--- src/rtl/alu_seq_pkg.sv ---
// Shared opcodes, FSM state type and helpers for the sequential ALU.
package alu_seq_pkg;

  localparam logic [3:0] OP_AND  = 4'b0000;
  localparam logic [3:0] OP_OR   = 4'b0001;
  localparam logic [3:0] OP_ADD  = 4'b0010;
  localparam logic [3:0] OP_ANDN = 4'b0100;
  localparam logic [3:0] OP_ORN  = 4'b0101;
  localparam logic [3:0] OP_SUB  = 4'b0110;
  localparam logic [3:0] OP_SLT  = 4'b0111;
  localparam logic [3:0] OP_MULU = 4'b1000;
  localparam logic [3:0] OP_MULS = 4'b1001;
  localparam logic [3:0] OP_DIVU = 4'b1010;
  localparam logic [3:0] OP_DIVS = 4'b1011;

  typedef enum logic [1:0] {IDLE, BUSY, FIX, DONE} state_t;

  // Magnitude of a zero-extended two's-complement value (any width up to 64);
  // callers truncate the result back to their own width.
  function automatic logic [63:0] abs_val(input logic [63:0] v, input logic neg);
    return neg ? (~v + 64'd1) : v;
  endfunction

endpackage

--- src/rtl/alu_muldiv_iter.sv ---
// Iterative unsigned engine: shift-add multiply or restoring divide, one bit per cycle.
module alu_muldiv_iter
  import alu_seq_pkg::*;
#(
  parameter int unsigned WIDTH = 32
) (
  input  logic             clk,
  input  logic             reset_n,
  input  logic             start,
  input  logic             mode_div,
  input  logic [WIDTH-1:0] opa,
  input  logic [WIDTH-1:0] opb,
  output logic             fin,
  output logic [WIDTH-1:0] res_lo,
  output logic [WIDTH-1:0] res_hi
);

  localparam int unsigned CW = $clog2(WIDTH) + 1;

  logic [WIDTH-1:0] acc, sreg, opd;
  logic [CW-1:0]    cnt;
  logic             busy, mode_q;
  logic [WIDTH:0]   madd, dsh, ddiff;
  logic             qbit;

  assign fin    = busy && (cnt == CW'(WIDTH - 1));
  assign res_lo = sreg;
  assign res_hi = acc;

  // acc is the product high half (mul) or the partial remainder (div)
  always_comb begin
    madd  = {1'b0, acc} + (sreg[0] ? {1'b0, opd} : '0);
    dsh   = {acc, sreg[WIDTH-1]};
    ddiff = dsh - {1'b0, opd};
    qbit  = !ddiff[WIDTH];
  end

  always_ff @(posedge clk or negedge reset_n) begin
    if (!reset_n) begin
      acc    <= '0;
      sreg   <= '0;
      opd    <= '0;
      cnt    <= '0;
      busy   <= 1'b0;
      mode_q <= 1'b0;
    end else if (start) begin
      acc    <= '0;
      sreg   <= opa;
      opd    <= opb;
      cnt    <= '0;
      busy   <= 1'b1;
      mode_q <= mode_div;
    end else if (busy) begin
      if (mode_q) begin
        acc  <= qbit ? ddiff[WIDTH-1:0] : dsh[WIDTH-1:0];
        sreg <= {sreg[WIDTH-2:0], qbit};
      end else begin
        acc  <= madd[WIDTH:1];
        sreg <= {madd[0], sreg[WIDTH-1:1]};
      end
      cnt <= cnt + CW'(1);
      if (fin) busy <= 1'b0;
    end
  end

endmodule

--- src/rtl/alu_seq.sv ---
// Handshaked multi-cycle ALU: single-cycle logic/arith ops plus iterative mul/div.
module alu_seq
  import alu_seq_pkg::*;
#(
  parameter int unsigned WIDTH  = 32,
  parameter bit          MUL_EN = 1'b1,
  parameter bit          DIV_EN = 1'b1
) (
  input  logic             clk,
  input  logic             reset_n,
  input  logic             in_valid,
  output logic             in_ready,
  input  logic [3:0]       op,
  input  logic [WIDTH-1:0] a,
  input  logic [WIDTH-1:0] b,
  output logic             out_valid,
  input  logic             out_ready,
  output logic [WIDTH-1:0] y,
  output logic [WIDTH-1:0] hi,
  output logic             zero,
  output logic             overflow,
  output logic             div_by_zero
);

  localparam logic [WIDTH-1:0] MIN_V = {1'b1, {(WIDTH-1){1'b0}}};

  state_t state, state_nxt;

  logic             accept, is_mul, is_div, is_signed, b_zero, go_iter;
  logic             sub_op, add_ovf;
  logic [WIDTH-1:0] bx, sum, a_mag, b_mag;
  logic [WIDTH-1:0] sc_y, sc_hi, fx_y, fx_hi;
  logic             sc_ovf, sc_dbz;
  logic             div_q, neg_q, rneg_q, ovf_q;
  logic             eng_fin;
  logic [WIDTH-1:0] eng_lo, eng_hi;
  logic [2*WIDTH-1:0] prod;

  assign in_ready  = (state == IDLE) || ((state == DONE) && out_ready);
  assign out_valid = (state == DONE);
  assign zero      = (y == '0);
  assign accept    = in_valid && in_ready;

  assign is_mul    = MUL_EN && ((op == OP_MULU) || (op == OP_MULS));
  assign is_div    = DIV_EN && ((op == OP_DIVU) || (op == OP_DIVS));
  assign is_signed = op[0];
  assign b_zero    = (b == '0);
  // divide by zero bypasses the engine and completes like a single-cycle op
  assign go_iter   = accept && (is_mul || (is_div && !b_zero));

  assign a_mag = (is_signed && a[WIDTH-1]) ? WIDTH'(abs_val(64'(a), 1'b1)) : a;
  assign b_mag = (is_signed && b[WIDTH-1]) ? WIDTH'(abs_val(64'(b), 1'b1)) : b;

  assign sub_op  = (op == OP_SUB) || (op == OP_SLT);
  assign bx      = sub_op ? ~b : b;
  assign sum     = a + bx + WIDTH'(sub_op);
  assign add_ovf = (a[WIDTH-1] == bx[WIDTH-1]) && (sum[WIDTH-1] != a[WIDTH-1]);

  always_comb begin
    sc_y   = '0;
    sc_hi  = '0;
    sc_ovf = 1'b0;
    sc_dbz = 1'b0;
    case (op)
      OP_AND:  sc_y = a & b;
      OP_OR:   sc_y = a | b;
      OP_ANDN: sc_y = a & ~b;
      OP_ORN:  sc_y = a | ~b;
      OP_ADD, OP_SUB: begin
        sc_y   = sum;
        sc_ovf = add_ovf;
      end
      OP_SLT:  sc_y = WIDTH'(sum[WIDTH-1] ^ add_ovf);
      OP_DIVU, OP_DIVS: begin
        if (DIV_EN && b_zero) begin
          sc_y   = '1;
          sc_hi  = a;
          sc_dbz = 1'b1;
        end
      end
      default: ;
    endcase
  end

  alu_muldiv_iter #(.WIDTH(WIDTH)) u_iter (
    .clk      (clk),
    .reset_n  (reset_n),
    .start    (go_iter),
    .mode_div (is_div),
    .opa      (a_mag),
    .opb      (b_mag),
    .fin      (eng_fin),
    .res_lo   (eng_lo),
    .res_hi   (eng_hi)
  );

  always_ff @(posedge clk or negedge reset_n) begin
    if (!reset_n) begin
      div_q  <= 1'b0;
      neg_q  <= 1'b0;
      rneg_q <= 1'b0;
      ovf_q  <= 1'b0;
    end else if (go_iter) begin
      div_q  <= is_div;
      neg_q  <= is_signed && (a[WIDTH-1] ^ b[WIDTH-1]);
      rneg_q <= is_signed && a[WIDTH-1];
      ovf_q  <= is_div && is_signed && (a == MIN_V) && (b == '1);
    end
  end

  // quotient/product take the XOR of operand signs; remainder follows the dividend
  always_comb begin
    fx_y  = eng_lo;
    fx_hi = eng_hi;
    prod  = {eng_hi, eng_lo};
    if (div_q) begin
      if (neg_q)  fx_y  = -eng_lo;
      if (rneg_q) fx_hi = -eng_hi;
    end else begin
      if (neg_q) prod = -prod;
      fx_y  = prod[WIDTH-1:0];
      fx_hi = prod[2*WIDTH-1:WIDTH];
    end
  end

  always_ff @(posedge clk or negedge reset_n) begin
    if (!reset_n) state <= IDLE;
    else          state <= state_nxt;
  end

  always_comb begin
    state_nxt = state;
    case (state)
      IDLE: if (accept) state_nxt = go_iter ? BUSY : DONE;
      BUSY: if (eng_fin) state_nxt = FIX;
      FIX:  state_nxt = DONE;
      DONE: begin
        if (out_ready) begin
          if (accept) state_nxt = go_iter ? BUSY : DONE;
          else        state_nxt = IDLE;
        end
      end
      default: state_nxt = IDLE;
    endcase
  end

  always_ff @(posedge clk or negedge reset_n) begin
    if (!reset_n) begin
      y           <= '0;
      hi          <= '0;
      overflow    <= 1'b0;
      div_by_zero <= 1'b0;
    end else if (state == FIX) begin
      y           <= fx_y;
      hi          <= fx_hi;
      overflow    <= ovf_q;
      div_by_zero <= 1'b0;
    end else if (accept && !go_iter) begin
      y           <= sc_y;
      hi          <= sc_hi;
      overflow    <= sc_ovf;
      div_by_zero <= sc_dbz;
    end
  end

endmodule
--- config.mk ---
export PLATFORM = sky130hd
export DESIGN_NAME = alu_seq
export DESIGN_NICKNAME = d
export VERILOG_FILES = /design/src/rtl/alu_seq_pkg.sv /design/src/rtl/alu_muldiv_iter.sv /design/src/rtl/alu_seq.sv
export SDC_FILE = /design/constraint.sdc
export NUM_CORES = 1
export LEC_CHECK = 0
export ABC_AREA = 0
export BUFFER_PORTS_ARGS = -buffer_cell sky130_fd_sc_hd__buf_4
export CORE_MARGIN = 1
export CORE_UTILIZATION = 50
export CTS_CLUSTER_DIAMETER = 40
export DETAILED_ROUTE_END_ITERATION = 10
export PLACE_DENSITY = 0.68
export SLEW_MARGIN = 25
export SYNTH_ARGS = -nofsm -noshare
export SYNTH_HDL_FRONTEND = slang
export SYNTH_SLANG_ARGS = --single-unit
export TNS_END_PERCENT = 100
--- constraint.sdc ---
create_clock -name clk -period 10 [get_ports clk]
set_clock_uncertainty 0.1 [all_clocks]
set_input_delay 3 -clock clk [delete_from_list [all_inputs] [get_ports clk]]
set_output_delay 3 -clock clk [all_outputs]
set_load 0.01 [all_outputs]
==> out/results.txt <==
Setup Buffers After CTS = 0
FFs w/ async S/R, synth = 1.00
Clk pwr share = 0.103
Lkg Pwr = 8.19 nW
Peak VDD IR = 0.258 mV
Area contributors post-synth = dfrtp_1 25%, ha_1 7.6%, xnor2_1 6.6%
Initial DRC Count = 2004
Largest area contributor in the netlist = dfrtp_1
First-pass GRT wire length = 101 mm
I/O Pins = 141
Detailed Route WL = 66.4 mm
Sw Ratio = 0.519
Seq cells post-synth = 175
Critical Path Max Stage Delay = 0.57 ns
Worst slew pin tran = 1.02 ns
Initial Utilization = 0.509
DR vias/cell = 6.47
Setup violators final = 0
Int Pwr = 3.31 mW
PwrDens = 356 nW/um^2
CP delay by family, top = compound AO/OA/AOI/OAI gates
Placed cell area = 18700 sq um
GP Congestion = 0.980
WP buf/inv = 2
Clock-pin slew of the registers on the worst-case setup and hold paths = 0.08 ns
Yosys warning total = 0
Htree depth = 4
Gate Count Post-Synth = 2272
GRT Util Overall = 0.368
CTS Sinks = 175
CTS Buffer Depth = 2
Layout cell share with drive strength beyond 1 = 0.100
CP Launch Type = primary input
Number of synthesized flops with an enable pin = 0
Crit Path Max Fanout = 36
Die ar. = 35900 sq um
Top cell type's share of synthesized area = 0.249
Mapped cell area = 17600 sq um
Synthesized area per cell = 7.73 sq um
Final Critical Period = 7.39 ns
GRT Residual Overflow = 0
Slew headroom = 0.318
Top cells by count, synth = 224 x nand2_1, 224 x o21ai_0, 188 x a21oi_1
Via count of the routed design = 17800
Pwr Total = 6.89 mW
Logic pwr share = 0.662
Vias in the first global route = 16700
Number of max-cap violations = 0
Post-Layout Cell Count = 2755
Cell chain of the critical path = buf_4 -> nand3b_1 -> buf_4 -> xnor2_1 -> ha_1 -> nand3_1 -> a211oi_1 -> nor3_1 -> a311o_1 -> a21oi_1 -> o41ai_1 -> o21ai_0 -> xor2_1 -> a221oi_1 -> a21oi_1
Drt wl/cell = 24.1 um
Fin crit share = 0.739
Detailed-route DRC error count = 0
Critical path's slowest cell = nand3b_1
Die Y = 189 um
Worst setup EP type = register
Hold Buf Count CTS = 0
DIE WIDTH = 189 um
P&R area growth vs syn = 10.1%
Final hold violations = 0
Outcome = complete, no violations
Initial antenna violation count = 0
Final setup TNS = 0 ns
Worst hold-check path type = reg2reg
Synth Flop Type = dfrtp_1
# nets final = 2469
Synth unique cells = 83
HPWL after DPL = 49.8 mm
Placed Instances = 2722
Kind of critical path = in2reg
Core area = 34500 sq um
Worst-Skew Late Latency = 0.47 ns
Root buffer cell = clkbuf_16
Net Count, Synth = 2454
Critical path arrival = 7.59 ns
CTS tree = built
Fillers = 3349
Final instance area = 19300 sq um
I/O Buffers = 140
Final Max Slew Viols = 0
TritonCTS Buffers = 17
Fmax = 135 MHz
Sw power = 3.57 mW
CP required = 10.20 ns
Register area share after synthesis = 0.249
ANT cells = 0
RSZ-0062 raised after global routing = false
Register share of total power = 0.236
1st-pass router iterations = 5
Row cnt = 68
Post-cts sizing count = 0
Largest net degree at the start of global routing = 121
Antenna-violating nets left = 0
-- worst min-delay path, delay by kind of cell (launching register included) --
kind             cells  cell delay [ns]
AO/OA/AOI/OAI        1             0.06
flip-flops           1             0.35
AND/OR/NAND/NOR      1             0.04
-- cell type report --
cell class,instances,area [sq um],share of cell area
tap,455,569,0.0294
clock buffer,17,425,0.0220
inverter,77,289,0.0149
multi-input combinational,1859,12300,0.636
sequential,175,4380,0.227
timing repair buffer,157,1210,0.0623
clock inverter,15,174,0.00899
-- cell usage in the layout, fill, tap and decap left out, types with 51 or more instances in the layout --
cell and n:
dfrtp_1 173, ha_1 107, a21oi_1 187, xnor2_1 132, a31oi_1 51, buf_4 155
nand2_1 224, inv_1 76, o21ai_0 224, nor2_1 167, xor2_1 128
-- stage by stage --
stage                     setup slack [ns]  hold WS (ns)   util
final                                 2.61         0.394  0.560
after global routing                  2.16         0.438  0.560
after CTS                             2.69         0.400  0.559
after detailed placement              2.21         0.381  0.542
after global placement                2.32         0.368  0.542
after floorplan                       3.33         0.350      -
-- registers in the layout, summed over array words and instances, names as in the netlist, 2 cells and up --
| signal | cells |
|---|---|
| u_iter.opd | 32 |
| u_iter.res_hi | 32 |
| u_iter.res_lo | 32 |
| u_iter.cnt | 6 |
| hi | 32 |
| y | 32 |
| state | 2 |
-- kinds of logic (layout without fill, tap and decap cells) --
family | Yosys count | in the layout | share of synthesized area
XOR/XNOR | 260 | 260 | 0.130
flip-flops | 175 | 175 | 0.249
buffers and inverters | 238 | 266 | 0.0532
AND/OR/NAND/NOR | 675 | 675 | 0.182
multiplexers | 41 | 41 | 0.0234
AO/OA/AOI/OAI | 741 | 741 | 0.265
adder cells (fa/ha/maj) | 142 | 142 | 0.0978
-- metal layers --
layer	global-route usage	part of all wire	vias to the layer above
li1	-	-	8256
met1	0.488	0.41	8520
met2	0.578	0.45	877
met3	0.0491	0.077	169
met4	0.205	0.059	0
met5	0	0	-
-- worst paths after layout --
path / start / end / slack [ns] / cells past startpoint
worst max-delay path: op[2] / y[30]$_DFFE_PN0P_ / 2.61 / 15
worst min-delay path: u_iter.opd[29]$_DFFE_PN0P_ / u_iter.opd[29]$_DFFE_PN0P_ / 0.39 / 2
worst max register to register: u_iter.res_lo[31]$_DFFE_PN0P_ / u_iter.res_hi[1]$_DFFE_PN0P_ / 5.24 / 14
worst min register to register: u_iter.opd[29]$_DFFE_PN0P_ / u_iter.opd[29]$_DFFE_PN0P_ / 0.39 / 2
max in group asynchronous: reset_n / u_iter.mode_q$_DFFE_PN0P_ / 6.20 / 2
min in group asynchronous: reset_n / hi[26]$_DFFE_PN0P_ / 2.36 / 1
-- power groups by stage --
stage / registers (mW) / logic (mW) / clock network (mW)
CTS: 1.60 / 4.48 / 0.715
floorplan: 1.39 / 3.35 / 0
global placement: 1.60 / 4.38 / 0
finish: 1.62 / 4.56 / 0.708
global route: 1.66 / 5.00 / 0.740
detailed placement: 1.61 / 4.45 / 0
Power figures use the tool's default switching activity.
